[src/rtl/router_pkg.sv]
// Shared definitions for the router datapath: header layout, parity check
// modes and the accumulator fold used by the packet check.
package router_pkg;

  // Parity check modes
  localparam int PAR_XOR = 0;
  localparam int PAR_SUM = 1;

  // Header layout: address in the low bits, payload length above it
  localparam int ADDR_W  = 2;
  localparam int LEN_LSB = 2;

  // Working width of the fold; callers truncate to their byte width, which
  // gives the mod 2^DATA_W behaviour for the sum mode for free.
  localparam int FOLD_W = 32;

  // Source of the next byte written towards the output FIFO
  typedef enum logic [1:0] {
    SRC_NONE   = 2'd0,
    SRC_HDR    = 2'd1,
    SRC_DIRECT = 2'd2,
    SRC_SKID   = 2'd3
  } dout_src_e;

  // Fold one byte into the running check value
  function automatic logic [FOLD_W-1:0] par_fold(
    input int                mode,
    input logic [FOLD_W-1:0] acc,
    input logic [FOLD_W-1:0] b
  );
    if (mode == PAR_SUM) begin
      return acc + b;
    end
    return acc ^ b;
  endfunction

  // Final check: XOR mode needs acc ^ parity == 0, SUM mode needs acc == parity
  function automatic logic par_ok(
    input int                mode,
    input logic [FOLD_W-1:0] acc,
    input logic [FOLD_W-1:0] par
  );
    if (mode == PAR_SUM) begin
      return acc == par;
    end
    return (acc ^ par) == '0;
  endfunction

endpackage

[src/rtl/router_reg_param_if.sv]
// Byte-stream bus between the router input port / FSM and the datapath
// register. The master side drives bytes and state strobes, the slave side
// returns the FIFO write and the status flags.
interface router_reg_param_if #(
  parameter int DATA_W     = 8,
  parameter int SKID_DEPTH = 2
);
  localparam int CNT_W = $clog2(SKID_DEPTH + 1);

  logic              pkt_valid;
  logic [DATA_W-1:0] data_in;
  logic              fifo_full;
  logic              rst_int_reg;
  logic              detect_add;
  logic              ld_state;
  logic              laf_state;
  logic              full_state;
  logic              lfd_state;

  logic [DATA_W-1:0] dout;
  logic              dout_we;
  logic              parity_done;
  logic              low_pkt_valid;
  logic              error;
  logic              len_error;
  logic [CNT_W-1:0]  skid_count;

  modport master (
    output pkt_valid, data_in, fifo_full, rst_int_reg, detect_add,
           ld_state, laf_state, full_state, lfd_state,
    input  dout, dout_we, parity_done, low_pkt_valid, error, len_error,
           skid_count
  );

  modport slave (
    input  pkt_valid, data_in, fifo_full, rst_int_reg, detect_add,
           ld_state, laf_state, full_state, lfd_state,
    output dout, dout_we, parity_done, low_pkt_valid, error, len_error,
           skid_count
  );

endinterface

[src/rtl/router_skid_buf.sv]
// Small circular buffer holding payload bytes that arrive while the output
// FIFO is full. Pops on an empty buffer are ignored; pushes into a full
// buffer without a simultaneous pop are dropped and flagged.
module router_skid_buf #(
  parameter  int DATA_W     = 8,
  parameter  int SKID_DEPTH = 2,
  localparam int CNT_W      = $clog2(SKID_DEPTH + 1),
  localparam int PTR_W      = (SKID_DEPTH > 1) ? $clog2(SKID_DEPTH) : 1
) (
  input  logic              clk,
  input  logic              rst,
  input  logic              push_i,
  input  logic              pop_i,
  input  logic [DATA_W-1:0] wdata_i,
  output logic [DATA_W-1:0] rdata_o,
  output logic [CNT_W-1:0]  count_o,
  output logic              empty_o,
  output logic              overflow_o
);

  logic [DATA_W-1:0] mem_q [SKID_DEPTH];
  logic [PTR_W-1:0]  wr_ptr_q, wr_ptr_d;
  logic [PTR_W-1:0]  rd_ptr_q, rd_ptr_d;
  logic [CNT_W-1:0]  count_q, count_d;
  logic              full;
  logic              pop_ok;
  logic              push_ok;

  // Pointer advance with wrap at the configured depth (depth need not be 2^n)
  function automatic logic [PTR_W-1:0] ptr_inc(input logic [PTR_W-1:0] p);
    if (p == PTR_W'(SKID_DEPTH - 1)) begin
      return '0;
    end
    return p + PTR_W'(1);
  endfunction

  assign full       = (count_q == CNT_W'(SKID_DEPTH));
  assign empty_o    = (count_q == '0);
  assign pop_ok     = pop_i & ~empty_o;
  // A pop in the same cycle frees the slot the push needs
  assign push_ok    = push_i & (~full | pop_ok);
  assign overflow_o = push_i & full & ~pop_ok;
  assign rdata_o    = mem_q[rd_ptr_q];
  assign count_o    = count_q;

  // Next pointer and occupancy values
  always_comb begin
    wr_ptr_d = wr_ptr_q;
    rd_ptr_d = rd_ptr_q;
    count_d  = count_q;
    if (push_ok) begin
      wr_ptr_d = ptr_inc(wr_ptr_q);
    end
    if (pop_ok) begin
      rd_ptr_d = ptr_inc(rd_ptr_q);
    end
    unique case ({push_ok, pop_ok})
      2'b10:   count_d = count_q + CNT_W'(1);
      2'b01:   count_d = count_q - CNT_W'(1);
      default: count_d = count_q;
    endcase
  end

  // Pointer and count registers; reset empties the buffer
  always_ff @(posedge clk) begin
    if (!rst) begin
      wr_ptr_q <= '0;
      rd_ptr_q <= '0;
      count_q  <= '0;
    end else begin
      wr_ptr_q <= wr_ptr_d;
      rd_ptr_q <= rd_ptr_d;
      count_q  <= count_d;
    end
  end

  // Storage; contents are don't-care once the count says empty
  always_ff @(posedge clk) begin
    if (push_ok) begin
      mem_q[wr_ptr_q] <= wdata_i;
    end
  end

endmodule

[src/rtl/router_reg_param.sv]
// Router packet datapath register: captures the header, forwards header and
// payload to the selected output FIFO, parks bytes in a skid buffer while the
// FIFO is full, and checks parity and payload length at the end of a packet.
module router_reg_param
  import router_pkg::*;
#(
  parameter int DATA_W      = 8,   // byte width, at least 4
  parameter int SKID_DEPTH  = 2,   // 1..4
  parameter int PARITY_MODE = 0    // PAR_XOR or PAR_SUM
) (
  input logic               clk,
  input logic               rst,
  router_reg_param_if.slave bus
);

  localparam int CNT_W = $clog2(SKID_DEPTH + 1);
  localparam int LEN_W = DATA_W - LEN_LSB;

  // Datapath registers
  logic [DATA_W-1:0] hdr_q, hdr_d;
  logic [DATA_W-1:0] pkt_par_q, pkt_par_d;
  logic [DATA_W-1:0] acc_q, acc_d;
  logic [LEN_W-1:0]  len_q, len_d;
  logic              chk_pend_q, chk_pend_d;

  // Registered outputs
  logic [DATA_W-1:0] dout_q, dout_d;
  logic              dout_we_q, dout_we_d;
  logic              parity_done_q, parity_done_d;
  logic              low_pkt_valid_q, low_pkt_valid_d;
  logic              error_q, error_d;
  logic              len_error_q, len_error_d;

  // Strobe decode
  logic              hdr_cap;
  logic              ld_byte;
  logic              ld_par;
  logic              drain;
  logic              direct;
  logic              push;
  logic              pop;
  dout_src_e         dout_src;

  // Skid buffer interface
  logic [DATA_W-1:0] skid_rdata;
  logic [CNT_W-1:0]  skid_count;
  logic              skid_empty;
  logic              skid_ovf;

  // Fold at byte width; the cast keeps only the low DATA_W bits
  function automatic logic [DATA_W-1:0] fold(
    input logic [DATA_W-1:0] a,
    input logic [DATA_W-1:0] b
  );
    return DATA_W'(par_fold(PARITY_MODE, FOLD_W'(a), FOLD_W'(b)));
  endfunction

  assign hdr_cap = bus.detect_add & bus.pkt_valid;
  assign ld_byte = bus.ld_state & bus.pkt_valid;
  assign ld_par  = bus.ld_state & ~bus.pkt_valid;
  assign drain   = bus.laf_state | bus.full_state;
  // Bytes go straight out only if nothing older is waiting, to keep order
  assign direct  = ld_byte & ~bus.fifo_full & skid_empty;
  assign push    = ld_byte & ~direct;
  assign pop     = drain & ~bus.fifo_full & ~skid_empty;

  router_skid_buf #(
    .DATA_W     (DATA_W),
    .SKID_DEPTH (SKID_DEPTH)
  ) u_skid (
    .clk        (clk),
    .rst        (rst),
    .push_i     (push),
    .pop_i      (pop),
    .wdata_i    (bus.data_in),
    .rdata_o    (skid_rdata),
    .count_o    (skid_count),
    .empty_o    (skid_empty),
    .overflow_o (skid_ovf)
  );

  // Select which byte, if any, is written to the FIFO this cycle
  always_comb begin
    dout_src = SRC_NONE;
    if (bus.lfd_state) begin
      dout_src = SRC_HDR;
    end else if (direct) begin
      dout_src = SRC_DIRECT;
    end else if (pop) begin
      dout_src = SRC_SKID;
    end
  end

  // Next-state for header, accumulator, length counter and status flags
  always_comb begin
    hdr_d           = hdr_q;
    pkt_par_d       = pkt_par_q;
    acc_d           = acc_q;
    len_d           = len_q;
    chk_pend_d      = 1'b0;
    dout_d          = dout_q;
    dout_we_d       = 1'b0;
    parity_done_d   = 1'b0;
    low_pkt_valid_d = low_pkt_valid_q;
    error_d         = error_q;
    len_error_d     = len_error_q;

    unique case (dout_src)
      SRC_HDR: begin
        dout_d    = hdr_q;
        dout_we_d = 1'b1;
      end
      SRC_DIRECT: begin
        dout_d    = bus.data_in;
        dout_we_d = 1'b1;
      end
      SRC_SKID: begin
        dout_d    = skid_rdata;
        dout_we_d = 1'b1;
      end
      default: begin
      end
    endcase

    if (bus.lfd_state) begin
      acc_d = fold(acc_q, hdr_q);
    end

    // Every payload byte counts, including one dropped on skid overflow
    if (ld_byte) begin
      acc_d = fold(acc_q, bus.data_in);
      if (len_q != '1) begin
        len_d = len_q + LEN_W'(1);
      end
    end

    // Parity byte: latched only, the check runs on the following cycle
    if (ld_par) begin
      pkt_par_d  = bus.data_in;
      chk_pend_d = 1'b1;
    end

    if (chk_pend_q) begin
      parity_done_d = 1'b1;
      if (!par_ok(PARITY_MODE, FOLD_W'(acc_q), FOLD_W'(pkt_par_q))) begin
        error_d = 1'b1;
      end
      if (len_q != hdr_q[DATA_W-1:LEN_LSB]) begin
        len_error_d = 1'b1;
      end
    end

    if (skid_ovf) begin
      error_d = 1'b1;
    end

    // Set has priority over the FSM's clear
    if (bus.rst_int_reg) begin
      low_pkt_valid_d = 1'b0;
    end
    if (ld_par) begin
      low_pkt_valid_d = 1'b1;
    end

    // A new header starts a fresh packet check
    if (hdr_cap) begin
      hdr_d         = bus.data_in;
      acc_d         = '0;
      len_d         = '0;
      error_d       = 1'b0;
      len_error_d   = 1'b0;
      parity_done_d = 1'b0;
    end
  end

  // State and output registers with synchronous active-low reset
  always_ff @(posedge clk) begin
    if (!rst) begin
      hdr_q           <= '0;
      pkt_par_q       <= '0;
      acc_q           <= '0;
      len_q           <= '0;
      chk_pend_q      <= 1'b0;
      dout_q          <= '0;
      dout_we_q       <= 1'b0;
      parity_done_q   <= 1'b0;
      low_pkt_valid_q <= 1'b0;
      error_q         <= 1'b0;
      len_error_q     <= 1'b0;
    end else begin
      hdr_q           <= hdr_d;
      pkt_par_q       <= pkt_par_d;
      acc_q           <= acc_d;
      len_q           <= len_d;
      chk_pend_q      <= chk_pend_d;
      dout_q          <= dout_d;
      dout_we_q       <= dout_we_d;
      parity_done_q   <= parity_done_d;
      low_pkt_valid_q <= low_pkt_valid_d;
      error_q         <= error_d;
      len_error_q     <= len_error_d;
    end
  end

  assign bus.dout          = dout_q;
  assign bus.dout_we       = dout_we_q;
  assign bus.parity_done   = parity_done_q;
  assign bus.low_pkt_valid = low_pkt_valid_q;
  assign bus.error         = error_q;
  assign bus.len_error     = len_error_q;
  assign bus.skid_count    = skid_count;

endmodule

[src/flat_wrapper.sv]
// flat-port wrapper written by rule: the top's interface ports become plain ports
module router_reg_param_flat import router_pkg::*;
#(
  parameter int DATA_W      = 8,                            
  parameter int SKID_DEPTH  = 2,          
  parameter int PARITY_MODE = 0                         
)
  (clk, rst, bus_pkt_valid, bus_data_in, bus_fifo_full, bus_rst_int_reg, bus_detect_add, bus_ld_state, bus_laf_state, bus_full_state, bus_lfd_state, bus_dout, bus_dout_we, bus_parity_done, bus_low_pkt_valid, bus_error, bus_len_error, bus_skid_count);
  router_reg_param_if #(.DATA_W(DATA_W), .SKID_DEPTH(SKID_DEPTH)) bus_i ();
  input logic clk;
  input logic rst;
  input wire logic [$bits(bus_i.pkt_valid)-1:0] bus_pkt_valid;
  input wire logic [$bits(bus_i.data_in)-1:0] bus_data_in;
  input wire logic [$bits(bus_i.fifo_full)-1:0] bus_fifo_full;
  input wire logic [$bits(bus_i.rst_int_reg)-1:0] bus_rst_int_reg;
  input wire logic [$bits(bus_i.detect_add)-1:0] bus_detect_add;
  input wire logic [$bits(bus_i.ld_state)-1:0] bus_ld_state;
  input wire logic [$bits(bus_i.laf_state)-1:0] bus_laf_state;
  input wire logic [$bits(bus_i.full_state)-1:0] bus_full_state;
  input wire logic [$bits(bus_i.lfd_state)-1:0] bus_lfd_state;
  output wire logic [$bits(bus_i.dout)-1:0] bus_dout;
  output wire logic [$bits(bus_i.dout_we)-1:0] bus_dout_we;
  output wire logic [$bits(bus_i.parity_done)-1:0] bus_parity_done;
  output wire logic [$bits(bus_i.low_pkt_valid)-1:0] bus_low_pkt_valid;
  output wire logic [$bits(bus_i.error)-1:0] bus_error;
  output wire logic [$bits(bus_i.len_error)-1:0] bus_len_error;
  output wire logic [$bits(bus_i.skid_count)-1:0] bus_skid_count;
  assign bus_i.pkt_valid = bus_pkt_valid;
  assign bus_i.data_in = bus_data_in;
  assign bus_i.fifo_full = bus_fifo_full;
  assign bus_i.rst_int_reg = bus_rst_int_reg;
  assign bus_i.detect_add = bus_detect_add;
  assign bus_i.ld_state = bus_ld_state;
  assign bus_i.laf_state = bus_laf_state;
  assign bus_i.full_state = bus_full_state;
  assign bus_i.lfd_state = bus_lfd_state;
  assign bus_dout = bus_i.dout;
  assign bus_dout_we = bus_i.dout_we;
  assign bus_parity_done = bus_i.parity_done;
  assign bus_low_pkt_valid = bus_i.low_pkt_valid;
  assign bus_error = bus_i.error;
  assign bus_len_error = bus_i.len_error;
  assign bus_skid_count = bus_i.skid_count;
  router_reg_param #(.DATA_W(DATA_W), .SKID_DEPTH(SKID_DEPTH), .PARITY_MODE(PARITY_MODE)) u_core (.clk(clk), .rst(rst), .bus(bus_i));
endmodule
[config.mk]
export PLATFORM = sky130hd
export DESIGN_NAME = router_reg_param_flat
export DESIGN_NICKNAME = d
export VERILOG_FILES = /design/src/rtl/router_pkg.sv /design/src/rtl/router_reg_param_if.sv /design/src/rtl/router_skid_buf.sv /design/src/rtl/router_reg_param.sv /design/src/flat_wrapper.sv
export SDC_FILE = /design/constraint.sdc
export NUM_CORES = 1
export LEC_CHECK = 0
export ABC_AREA = 0
export ABC_CLOCK_PERIOD_IN_PS = 2000
export CAP_MARGIN = 10
export CORE_ASPECT_RATIO = 1.4
export CORE_MARGIN = 1.5
export CORE_UTILIZATION = 50
export DETAILED_ROUTE_END_ITERATION = 7
export PLACE_DENSITY = 0.75
export SLEW_MARGIN = 20
export SYNTH_ARGS = -nofsm -noshare
export SYNTH_HDL_FRONTEND = slang
export SYNTH_SLANG_ARGS = --single-unit
[constraint.sdc]
create_clock -name clk -period 2 [get_ports clk]
set_clock_uncertainty 0.1 [all_clocks]
set_input_delay 0.2 -clock clk [delete_from_list [all_inputs] [get_ports clk]]
set_output_delay 0.2 -clock clk [all_outputs]
set_load 0.01 [all_outputs]
==> impl_results.md <==
- Sequential area share after synthesis: about half
- Most used DFF post-synth: dfxtp_1
- Synth cell types: between 40 and 50
- Async SR Flop Fraction: 0%
- Post-Syn Nets: just over 300
- Number of vias per cell: 5.53
- Unrepaired setup endpoints after global routing: false
- Post-synth EDFFs: 16
- Cts-stage hold buffer count: 0
- Share of the synthesized area in the top cell type: around a third
- Die Area: roughly 6300 µm²
- Pin slew with the least headroom to its limit: around 0.44 ns
- Clock sinks: between 60 and 70
- CP required: 2.16 ns
- Die X: between 60 and 70 µm
- Startpoint types: input port
- Synthesis-to-finish area growth: 23.3%
- Initial Utilization: roughly 52%
- I/O Buffers: 32
- Cell Area, Synth: around 2900 µm²
- First-pass GRT wire length: 10.7 mm
- CP max FO: 2
- Num CTS Buffers: 9
- Kind of critical path: input port to flip-flop
- Count of cells resized by post-cts repair: 0
- Crit-path cells: clkdlybuf4s50_1 -> o21bai_4 -> a311o_1 -> ha_1 -> or3_2 -> a21boi_0
- Max Freq: roughly 520 MHz
- Synth Register Bits: 65
- Yosys warnings: 0
- Final period util: 95.9%
- Min-delay src: u_core.bus.dout[1]
- Final Critical Period: 1.92 ns
- Max incr delay on CP: between 0.4 and 0.5 ns
- Worst r2r src: u_core.u_skid.count_o[0]
- R2r setup slk: 0.11 ns
- # placed instances: 398
- Hold/Removal Path Class: flip-flop to flip-flop
- Initial antenna violation count: 0
- Sum of negative setup slack: 0 ns
- GRT Resource Usage Total: between 20% and 30%
- Core Area: ~5600 µm²
- GPL Wtd Cong: 0.803
- Pin count of the biggest net entering global routing: 24
- Root Buffer: clkbuf_8
- # DRC: 0
- Post-CTS Setup Bufs: 0
- Worst-path clk slew: roughly 0.070 ns
- Max_slew headroom: between 70% and 80%
- Synth cell count leaders: dfxtp_1, nand2_1, nor2_1
- Clock H-tree levels: 3
- CTS tree: done
- Post-Syn Instances: 291
- R2R cell count: 5
- Drt initial violations: 99
- Worst R2R End: u_core.u_skid.count_o[1]
- Cell Rows: 32
- Post-synth top area cell: dfxtp_1
- Max rail drop VDD: around 550 µV
- Setup-failing EPs final: 0
- Cell with the most instances after synthesis: dfxtp_1
- Post-Syn Area per Cell: 10.0 µm²
- I/O Pins: 33
- Pwr per Cell Area: ~840 nW/µm²
- Overall power: approximately 0.003 W
- WL per Instance: ~16 µm
- Layout cells sized above 1: ~14%
- Worst hold path depth: 2
- Drt first pass iters: 4
- Status: completed
- Arr. time, crit path: 2.08 ns
- Fill cells: ~470
- ANT nets after route: 0
- WHS: around 0.37 ns
- Top post-synthesis cells by area: dfxtp_1, edfxtp_1, a21boi_0
- Min-Delay Endpoint: u_core.bus.dout[1]
- Non-Filler Instances: approximately 410
- Nets: ~360
- Post-DP HPWL: about 4.7 mm
- Max_cap viols: 0
- Final hold vios: 0
- Reg area: 1460 µm²
- P_leak: 1.32 nW
- Worst skew pair latency: about 0.34 ns
- CP max-delay cell: or3_2
- Vias in the first global route: roughly 2200
- Deepest clock path buffer count: 2
- Setup crit end kind: flip-flop
- Drt total wl: about 6.6 mm
- Vias after detailed routing: 2290
- Max Slew Vio Count: 0
- Grt ovf: 0
- Die height: between 90 and 100 µm
- Diode count: 0
- Footprint of the multi-input gates: around 1400 µm²
==> where the power goes <==
part           total [W]  leakage, nW  switching (W)  internal (W)
clock            0.00103       0.0910       0.000472      0.000555
combinational   0.000531        0.678       0.000267      0.000264
sequential       0.00147        0.547      0.0000502       0.00142
==> sequential cells by signal, summed over array words and instances, names as in the netlist, named ones only <==
| register | flops |
|---|---|
| u_core.bus.low_pkt_valid | 1 |
| u_core.pkt_par_q | 8 |
| u_core.u_skid.count_o | 2 |
| u_core.bus.len_error | 1 |
| u_core.bus.error | 1 |
| u_core.u_skid.mem_q | 16 |
| u_core.chk_pend_q | 1 |
| u_core.u_skid.rd_ptr_q | 1 |
| u_core.len_q | 6 |
| u_core.u_skid.wr_ptr_q | 1 |
| u_core.bus.parity_done | 1 |
| u_core.bus.dout | 8 |
| u_core.bus.dout_we | 1 |
| u_core.acc_q | 8 |
| u_core.hdr_q | 8 |
==> final cells by class <==
type                    count  share of cell area (%)
well taps                  68                    2.36
repair buffers             56                    13.9
clock buffers              16                    5.00
inverters                   2                   0.208
flip-flops and latches     65                    40.6
multi-input cells         207                    37.9
==> cells by family (layout without fill, tap and decap cells) <==
family	after synthesis	in the layout	share of synthesized area, %
AO/OA/AOI/OAI	63	63	17.4
XOR/XNOR	29	29	8.70
adder cells (fa/ha/maj)	2	2	0.857
buffers and inverters	19	74	3.21
flip-flops	65	65	50.0
multiplexers	9	9	3.08
AND/OR/NAND/NOR	104	104	16.7
==> worst max-delay path: cells and delay by family <==
family | cells | cell delay (ns)
buffers and inverters | 1 | 0.42
adders and majority gates | 1 | 0.30
AOI/OAI and AO/OA | 3 | 0.72
and+or+nand+nor | 1 | 0.44
==> per-layer routing <==
metal / track usage (%) / vias to the layer above / part of all wire [%]
met5: 0 / - / 0
met4: 12.4 / 0 / 3.1
met3: 5.54 / 16 / 3.6
met2: 39.7 / 52 / 52
met1: 27.2 / 1095 / 41
li1: - / 1127 / -
==> placed cells by master (no fill, tap or decap), types with 3 or more instances in the layout <==
master,synthesis,final
nand2_1,36,36
nand3_1,16,16
nor3_1,10,10
clkbuf_1,3,4
a21oi_2,7,7
nand4_1,3,3
dfxtp_1,49,48
clkbuf_8,0,12
a211o_1,7,7
o21a_1,9,9
buf_4,0,24
o31ai_1,8,8
and2_1,5,5
xor2_1,15,15
clkdlybuf4s50_1,0,32
a21boi_0,18,18
xnor2_1,14,14
o21ai_0,3,3
and3_1,3,3
edfxtp_1,16,16
nor2_1,19,19
mux2i_1,9,9
o211ai_1,3,3
nand2b_1,3,3
==> through the flow <==
stage          instance area [µm²]  setup WS (ns)  utilization, %
2_1_floorplan                 2920         0.0342               -
3_3_place_gp                  3420         -0.215            61.4
3_5_place_dp                  3420         -0.259            61.4
4_1_cts                       3600         0.0729            64.7
5_1_grt                       3600       0.000744            64.7
6_report                      3600         0.0813            64.7
==> worst max-delay path by stage <==
stage | from | endpoint | slack (ns)
floorplan | u_core.u_skid.count_o[0] | u_core.u_skid.count_o[1] | 0.03
global placement | bus_fifo_full | u_core.u_skid.count_o[1] | -0.22
detailed placement | bus_fifo_full | u_core.u_skid.count_o[1] | -0.26
CTS | u_core.u_skid.count_o[1] | u_core.u_skid.count_o[1] | 0.07
global route | u_core.u_skid.count_o[0] | u_core.u_skid.count_o[1] | 0.0007
finish | bus_fifo_full | u_core.u_skid.count_o[1] | 0.08
Note: power is estimated with default switching activity, not from simulation.
